[src/rtl/controlador_ring_pkg.sv]
// Shared definitions for the ring alarm controller: FSM encodings, the frame-tick
// coordinates and the state-to-output decode.
package controlador_ring_pkg;

  typedef enum logic [1:0] {
    ST_IDLE    = 2'd0,
    ST_ON      = 2'd1,
    ST_OFF     = 2'd2,
    ST_TIMEOUT = 2'd3
  } ring_state_e;

  // Pixel whose p_tick marks the start of a new VGA frame
  localparam logic [9:0] FRAME_TICK_X = 10'd0;
  localparam logic [9:0] FRAME_TICK_Y = 10'd0;

  typedef struct packed {
    logic ring_en;
    logic ringball_en;
    logic ring_active;
    logic ring_timeout;
  } ring_out_t;

  function automatic ring_out_t decode_outputs(input ring_state_e s);
    ring_out_t o;
    o = '0;
    case (s)
      ST_ON:      o = '{ring_en: 1'b1, ringball_en: 1'b1, ring_active: 1'b1, ring_timeout: 1'b0};
      ST_OFF:     o = '{ring_en: 1'b1, ringball_en: 1'b0, ring_active: 1'b1, ring_timeout: 1'b0};
      ST_TIMEOUT: o = '{ring_en: 1'b1, ringball_en: 1'b0, ring_active: 1'b0, ring_timeout: 1'b1};
      default:    o = '0;
    endcase
    return o;
  endfunction

endpackage

[src/rtl/controlador_ring_detector_frame.sv]
// Registered one-cycle frame_tick on the pixel-rate enable at the frame origin.
module detector_frame
  import controlador_ring_pkg::*;
(
  input  logic       clk,
  input  logic       reset,
  input  logic       p_tick,
  input  logic [9:0] pixel_x,
  input  logic [9:0] pixel_y,
  output logic       frame_tick
);

  always_ff @(posedge clk or posedge reset) begin
    if (reset) frame_tick <= 1'b0;
    else       frame_tick <= p_tick && (pixel_x == FRAME_TICK_X) && (pixel_y == FRAME_TICK_Y);
  end

endmodule

[src/rtl/controlador_ring.sv]
// Alarm ring controller: blinks the ring ball ON/OFF per frame count, times out
// after MAX_BLINKS cycles, and is cleared by a user acknowledge.
module controlador_ring
  import controlador_ring_pkg::*;
#(
  parameter int BLINK_FRAMES = 30,
  parameter int MAX_BLINKS   = 20
) (
  input  logic       clk,
  input  logic       reset,
  input  logic       p_tick,
  input  logic [9:0] pixel_x,
  input  logic [9:0] pixel_y,
  input  logic       ring_req,
  input  logic       ring_ack,
  output logic       ring_en,
  output logic       ringball_en,
  output logic       ring_active,
  output logic       ring_timeout
);

  localparam logic [5:0] FRAME_LAST = 6'(BLINK_FRAMES - 1);
  localparam logic [4:0] BLINK_LAST = 5'(MAX_BLINKS - 1);

  logic        frame_tick;
  logic        req_q;
  logic        req_rise;
  ring_state_e state_q, state_d;
  logic [5:0]  frame_cnt_q, frame_cnt_d;
  logic [4:0]  blink_cnt_q, blink_cnt_d;
  ring_out_t   out_q;

  detector_frame u_det (
    .clk        (clk),
    .reset      (reset),
    .p_tick     (p_tick),
    .pixel_x    (pixel_x),
    .pixel_y    (pixel_y),
    .frame_tick (frame_tick)
  );

  // req_q restarts at 0 after reset, so a held request produces exactly one rise
  assign req_rise = ring_req & ~req_q;

  always_ff @(posedge clk or posedge reset) begin
    if (reset) begin
      req_q       <= 1'b0;
      state_q     <= ST_IDLE;
      frame_cnt_q <= '0;
      blink_cnt_q <= '0;
      out_q       <= '0;
    end else begin
      req_q       <= ring_req;
      state_q     <= state_d;
      frame_cnt_q <= frame_cnt_d;
      blink_cnt_q <= blink_cnt_d;
      out_q       <= decode_outputs(state_q);
    end
  end

  always_comb begin
    state_d     = state_q;
    frame_cnt_d = frame_cnt_q;
    blink_cnt_d = blink_cnt_q;
    case (state_q)
      ST_IDLE: begin
        if (req_rise) begin
          state_d     = ST_ON;
          frame_cnt_d = '0;
          blink_cnt_d = '0;
        end
      end
      ST_ON: begin
        if (ring_ack) begin
          state_d = ST_IDLE;
        end else if (frame_tick) begin
          if (frame_cnt_q == FRAME_LAST) begin
            frame_cnt_d = '0;
            state_d     = ST_OFF;
          end else begin
            frame_cnt_d = frame_cnt_q + 6'd1;
          end
        end
      end
      ST_OFF: begin
        if (ring_ack) begin
          state_d = ST_IDLE;
        end else if (frame_tick) begin
          if (frame_cnt_q == FRAME_LAST) begin
            frame_cnt_d = '0;
            if (blink_cnt_q == BLINK_LAST) begin
              state_d = ST_TIMEOUT;
            end else begin
              blink_cnt_d = blink_cnt_q + 5'd1;
              state_d     = ST_ON;
            end
          end else begin
            frame_cnt_d = frame_cnt_q + 6'd1;
          end
        end
      end
      ST_TIMEOUT: begin
        if (ring_ack || !req_q) state_d = ST_IDLE;
      end
      default: state_d = ST_IDLE;
    endcase
  end

  assign ring_en      = out_q.ring_en;
  assign ringball_en  = out_q.ringball_en;
  assign ring_active  = out_q.ring_active;
  assign ring_timeout = out_q.ring_timeout;

endmodule
[config.mk]
export PLATFORM = sky130hd
export DESIGN_NAME = controlador_ring
export DESIGN_NICKNAME = d
export VERILOG_FILES = /design/src/rtl/controlador_ring_pkg.sv /design/src/rtl/controlador_ring_detector_frame.sv /design/src/rtl/controlador_ring.sv
export SDC_FILE = /design/constraint.sdc
export NUM_CORES = 1
export LEC_CHECK = 0
export CELL_PAD_IN_SITES_DETAIL_PLACEMENT = 0
export CELL_PAD_IN_SITES_GLOBAL_PLACEMENT = 2
export CORE_ASPECT_RATIO = 1.2
export CORE_UTILIZATION = 32
export CTS_CLUSTER_SIZE = 12
export DETAILED_ROUTE_END_ITERATION = 8
export GPL_ROUTABILITY_DRIVEN = 1
export PLACE_DENSITY_LB_ADDON = 0.1
export SYNTH_ARGS = -nofsm -noshare
export SYNTH_HDL_FRONTEND = slang
export SYNTH_SLANG_ARGS = --single-unit
[constraint.sdc]
create_clock -name clk -period 3.5 [get_ports clk]
set_input_delay 0.7 -clock clk [delete_from_list [all_inputs] [get_ports clk]]
set_output_delay 0.7 -clock clk [all_outputs]
set_load 0.02 [all_outputs]
==> impl_metrics.toml, run 1 <==
[outcome]
outcome = "finished clean"

[power]
powerDensity_nw_per_um2 = 464
p_leak_nw = 0.716
peakVddDrop_v = 0.000113

[sta]
setup_tns_ns = 0
hold_viol = 0
fin_crit_ns = 2.11
drv_slew = 0
slew_headroom = 0.514
rsz0062_at_grt = "false"
setup_viol = 0
timing.final.crit_share = 0.604
tightestPinTransition_ns = 0.729
maxClockFrequency_mhz = 473
skew_ns = 0.00584

[worst_setup_path]
critPathArrivalTime_ns = 2.30
cpMaxStageDelayCell = "clkdlybuf4s50_1"
path_cells = "clkdlybuf4s50_1 -> nand4b_4 -> nor3_4 -> or4b_1 -> o211ai_1"
cp-start-kind = "input pin"
end_kind = "register"
critPathKind = "in2reg"
cp.required_ns = 3.68
path_max_fanout = 5
slowest_delay_ns = 0.48

[cts]
cts_resized = 0
cts_sinks = 19
cts_max_level = 1
cts_made_buffers = 3
clock_latency_ns = 0.26
cts.path.max_buffers = 2
clkTransAtPathRegs_ns = 0.08
hold_buffers = 0
root_buffer = "clkbuf_8"
post_cts_buffers = 0
cts_tree = "built"

[floorplanning]
initial_core_util = 0.334
core_area_um2 = 3600
die_y_um = 69.2
io_pins = 29
die_x_um = 58.0
dieArea_um2 = 4010
fp-row-count = 24

[worst_hold_path]
min_path_type = "reg2reg"

[finish]
fill_cells = 360
finish.utilization = 0.434
instances_no_fill = 186
syn_to_final_growth_pct = 30.2
diodes = 0
nNetsFinal = 183
layout-drive-gt1-share = 0.109

[yosys]
synthFlopType = "dfrtp_1"
synth_cell_type_count = 43
ys_ff_latch = 19
synth_edf_count = 0
synthesis.nets = 151
ys_warn_count = 0
netlist_instances = 116
syn_area_um2 = 1200
avgSynthCellArea_um2 = 10.4
synth_async_sr_flop_share = 1.00
yosysSeqAreaShare = 0.395

[placed_design]
placedCellCount = 182
place_congestion = 0.782
io_buffers = 28
dp_hpwl_um = 2070

[global_routing]
grt_usage = 0.145
antenna_found_initial = 0
grt_overflow = 0
first_global_vias = 996
grt_max_degree = 20
grt_pass1_wl_um = 4500

[drt]
drt-wirelength-per-cell_um = 14.2
highest_layer = "met4"
ant_nets = 0
vias_per_cell = 5.45
first_iter_violations = 22
wl_met1_um = 1200
drt_wl_total_um = 2630
wl_met2_um = 1300
drcViolationCount = 0
num_vias = 1013
drt-pass1-iter-count = 4
dr_wl_met3_um = 95

[job]
max_cap_violations = 0
stage by stage:
step	hold WS, ns	power (W)	area, µm²	setup WS (ns)
finish	0.555	0.000726	1570	1.39
global route	0.573	0.000778	1570	1.24
CTS	0.551	0.000733	1570	1.38
detailed placement	0.529	0.000575	1520	1.11
global placement	0.523	0.000576	1520	1.15
floorplan	0.497	0.000467	1200	1.66
area by class of cell:
class | instances | area, µm² | share of cell area
clock buffer | 4 | 45.0 | 0.0288
inverter | 7 | 26.3 | 0.0168
sequential | 19 | 475 | 0.304
multi-input combinational | 89 | 689 | 0.440
timing repair buffer | 28 | 280 | 0.179
tap | 39 | 48.8 | 0.0312
final timing paths:
check | cells after the start | slack (ns) | startpoint | to
worst max-delay path | 5 | 1.39 | ring_ack | blink_cnt_q[0]
worst min-delay path | 1 | 0.55 | frame_cnt_q[0] | frame_cnt_q[0]
worst max register to register | 6 | 1.40 | state_q[0] | frame_cnt_q[5]
worst min register to register | 1 | 0.55 | frame_cnt_q[0] | frame_cnt_q[0]
max in group asynchronous | 2 | 2.18 | reset | frame_cnt_q[1]
min in group asynchronous | 2 | 0.86 | reset | req_q
sequential cells by signal, indices dropped and copies added (netlist names):
signal            cells
frame_cnt_q           6
blink_cnt_q           5
state_q               2
req_q                 1
ring_active           1
ring_en               1
ring_timeout          1
ringball_en           1
u_det.frame_tick      1
Yosys cell counts, types with 3 or more instances:
cell	number	share of area
ha_1	10	0.10
nand3_1	4	0.017
o21ai_0	6	0.025
dfrtp_1	19	0.40
inv_1	7	0.022
nor3_1	3	0.012
and2b_1	3	0.019
nand2_1	8	0.025
nor4_1	3	0.016
nor2_1	5	0.016
a22o_1	4	0.029
logic make-up (layout without fill, tap and decap cells):
logic type | Yosys count | in the layout | synth area share
compound gates | 27 | 27 | 0.165
fa+ha+maj | 10 | 10 | 0.104
buf+inv | 8 | 39 | 0.0312
flops | 19 | 19 | 0.395
mux | 3 | 3 | 0.0260
simple gates | 49 | 49 | 0.278
metal layers:
layer	vias up	track usage
li1	499	-
met1	484	0.188
met2	25	0.240
met3	5	0.0225
met4	0	0.0476
met5	-	0
power breakdown:
| group | internal, W | leakage (nW) | total [W] | switching, W |
|---|---|---|---|---|
| clock | 0.0000811 | 0.0228 | 0.000158 | 0.0000767 |
| sequential | 0.000258 | 0.252 | 0.000293 | 0.0000351 |
| combinational | 0.000137 | 0.441 | 0.000275 | 0.000139 |
| total | 0.000476 | 0.716 | 0.000726 | 0.000250 |
worst max-delay path: cells and delay by family:
| family | cells | cell delay, ns |
|---|---|---|
| AO/OA/AOI/OAI | 1 | 0.10 |
| buffers and inverters | 1 | 0.48 |
| AND/OR/NAND/NOR | 3 | 1.01 |
cell usage in the layout, fill, tap and decap left out, drive strengths merged:
cell,synthesis,final
a31o,1,1
o22ai,2,2
a21oi,1,1
nand2,8,8
nor2,5,5
ha,10,10
clkdlybuf4s50,0,28
o211ai,2,2
nand3,4,4
a211o,1,1
clkbuf,0,4
a311o,1,1
mux2i,2,2
nand4,2,2
a21o,1,1
nor3,4,4
nor4b,1,1
o311ai,1,1
and3,4,4
nand3b,3,3
inv,7,7
a31oi,2,2
and4bb,1,1
o21ai,6,6
a21boi,1,1
dfrtp,19,19
mux2,1,1
o311a,1,1
nand4b,1,1
o41ai,1,1
and2,1,1
or2,2,2
nor4,3,3
and2b,4,4
a22oi,1,1
or4b,2,2
nor2b,2,2
a22o,5,5
nand2b,2,2
(Power assumes the default switching activity.)
==> inputs of run 2 (changes only) <==
--- a/config.mk
+++ b/config.mk
@@ -8,7 +8,7 @@
 export CELL_PAD_IN_SITES_DETAIL_PLACEMENT = 0
 export CELL_PAD_IN_SITES_GLOBAL_PLACEMENT = 2
 export CORE_ASPECT_RATIO = 1.2
-export CORE_UTILIZATION = 32
+export CORE_UTILIZATION = 30
 export CTS_CLUSTER_SIZE = 12
 export DETAILED_ROUTE_END_ITERATION = 8
 export GPL_ROUTABILITY_DRIVEN = 1
==> constraint.sdc (replaced) <==
create_clock -name clk -period 1.97 [get_ports clk]
set_input_delay 0.394 -clock clk [delete_from_list [all_inputs] [get_ports clk]]
set_output_delay 0.394 -clock clk [all_outputs]
set_load 0.02 [all_outputs]
==> impl_metrics.toml, run 2 (synthesis gave the netlist of run 1 again) <==
[floorplanning]
initial_core_util = 0.323
die_x_um = 59.8
core_area_um2 = 3720
fp-row-count = 24
io_pins = 29
dieArea_um2 = 4270
die_y_um = 71.4

[power]
p_leak_nw = 0.751
p_clk_frac = 0.209
power_frac_comb = 0.408
internal_power_w = 0.000871
powerDensity_nw_per_um2 = 807
peakVddDrop_v = 0.000378
p_sw_w = 0.000448
power_frac_seq = 0.383
switching_share = 0.340

[finish]
layout-drive-gt1-share = 0.149
nNetsFinal = 190
layout_common_cells = "28 x clkdlybuf4s50_1, 19 x dfrtp_1, 10 x ha_1"
postLayoutCellArea_um2 = 1630
diodes = 0
instances_no_fill = 206
fill_cells = 392
syn_to_final_growth_pct = 35.9
largest_reg_flops = 6
regArea_um2 = 475
top_regs = "frame_cnt_q x6, blink_cnt_q x5, state_q x2"
regMostFlops = "frame_cnt_q"
final_common_cell = "clkdlybuf4s50_1"
multi_input_area_um2 = 689

[sta]
tightestPinTransition_ns = 0.442
rsz0062_at_grt = "false"
setup_viol = 0
slew_headroom = 0.705
drv_slew = 0
timing.final.crit_share = 0.919
maxClockFrequency_mhz = 552
hold_viol = 0
skew_ns = 0.00270
fin_crit_ns = 1.81

[placed_design]
dp_hpwl_um = 2070
placed_area_um2 = 1590
place_congestion = 0.727
placedCellCount = 202
io_buffers = 28

[cts]
clock_latency_ns = 0.25
clkTransAtPathRegs_ns = 0.07
post_cts_buffers = 0
cts_made_buffers = 3
hold_buffers = 0
cts_sinks = 19
cts_tree = "built"
cts_max_level = 1
cts.path.max_buffers = 2
cts_resized = 0
root_buffer = "clkbuf_8"

[global_routing]
grt_overflow = 0
grt_usage = 0.143
antenna_found_initial = 0
first_global_vias = 1067
grt_max_degree = 20
grt_pass1_wl_um = 4720

[worst_setup_path]
cp.required_ns = 2.10
end_kind = "register"
critPathKind = "reg2reg"
rr_endpoint = "blink_cnt_q[3]"
rr_worst_depth = 6
cp-start-kind = "register"
rrSetupSlack_ns = 0.16
critPathArrivalTime_ns = 1.94
path_max_fanout = 8
r2r_start = "state_q[1]"
critPathLaunch = "state_q[1]"

[drt]
first_iter_violations = 29
num_vias = 1023
ant_nets = 0
drt-wirelength-per-cell_um = 13.1
drcViolationCount = 0
drt_wl_total_um = 2690
drt-pass1-iter-count = 4
vias_per_cell = 4.97

[outcome]
outcome = "finished clean"

[worst_hold_path]
min_path_type = "in2async"

[job]
max_cap_violations = 0
## run 2: worst max-delay path, stage by stage (launching register included)
cell	delay, ns
dfrtp_1	0.42
inv_1	0.09
ha_1	0.30
and2b_1	0.24
a21oi_1	0.36
or4b_1	0.18
o211ai_1	0.08
## run 2: worst max-delay path by stage
stage	end	slack, ns	cells after the start
floorplan	frame_cnt_q[3]	0.13	6
global placement	blink_cnt_q[0]	-0.01	5
detailed placement	blink_cnt_q[0]	-0.08	5
CTS	frame_cnt_q[3]	0.13	7
global route	frame_cnt_q[3]	0.04	7
finish	blink_cnt_q[3]	0.16	6
## run 2: layer usage
metal,part of all wire,up-vias,global-route usage
li1,-,518,-
met1,0.47,474,0.190
met2,0.48,29,0.236
met3,0.040,2,0.0235
met4,0.0052,0,0.0388
met5,0,-,0
## run 2: per-stage QoR
stage	setup WS [ns]	TNS (ns)	hold slack, ns	total power [W]	utilization
floorplan	0.131	0	0.345	0.000829	-
global placement	-0.0135	-0.0135	0.518	0.00106	0.427
detailed placement	-0.0795	-0.134	0.533	0.00106	0.427
CTS	0.125	0	0.463	0.00135	0.439
global route	0.0430	0	0.522	0.00141	0.439
finish	0.159	0	0.455	0.00132	0.439
## run 2: area by class of cell
| cell class | instances | share of cell area |
|---|---|---|
| multi-input cells | 89 | 0.422 |
| repair buffers | 35 | 0.204 |
| clock buffers | 4 | 0.0276 |
| inverters | 7 | 0.0161 |
| well taps | 52 | 0.0398 |
| flip-flops and latches | 19 | 0.291 |
## run 2: power by group through the flow
stage / combinational (W) / sequential, W / clock (W)
2_1_floorplan: 0.000273 / 0.000556 / 0
3_3_place_gp: 0.000544 / 0.000512 / 0
3_5_place_dp: 0.000547 / 0.000513 / 0
4_1_cts: 0.000549 / 0.000506 / 0.000292
5_1_grt: 0.000594 / 0.000512 / 0.000304
6_report: 0.000538 / 0.000506 / 0.000275
==> inputs of run 3 (changes only) <==
--- a/config.mk
+++ b/config.mk
@@ -5,6 +5,7 @@
 export SDC_FILE = /design/constraint.sdc
 export NUM_CORES = 1
 export LEC_CHECK = 0
+export ABC_AREA = 0
 export CELL_PAD_IN_SITES_DETAIL_PLACEMENT = 0
 export CELL_PAD_IN_SITES_GLOBAL_PLACEMENT = 2
 export CORE_ASPECT_RATIO = 1.2
==> results of run 3 <==
Same layout as run 2: the final DEF is identical, and so are final timing and power.
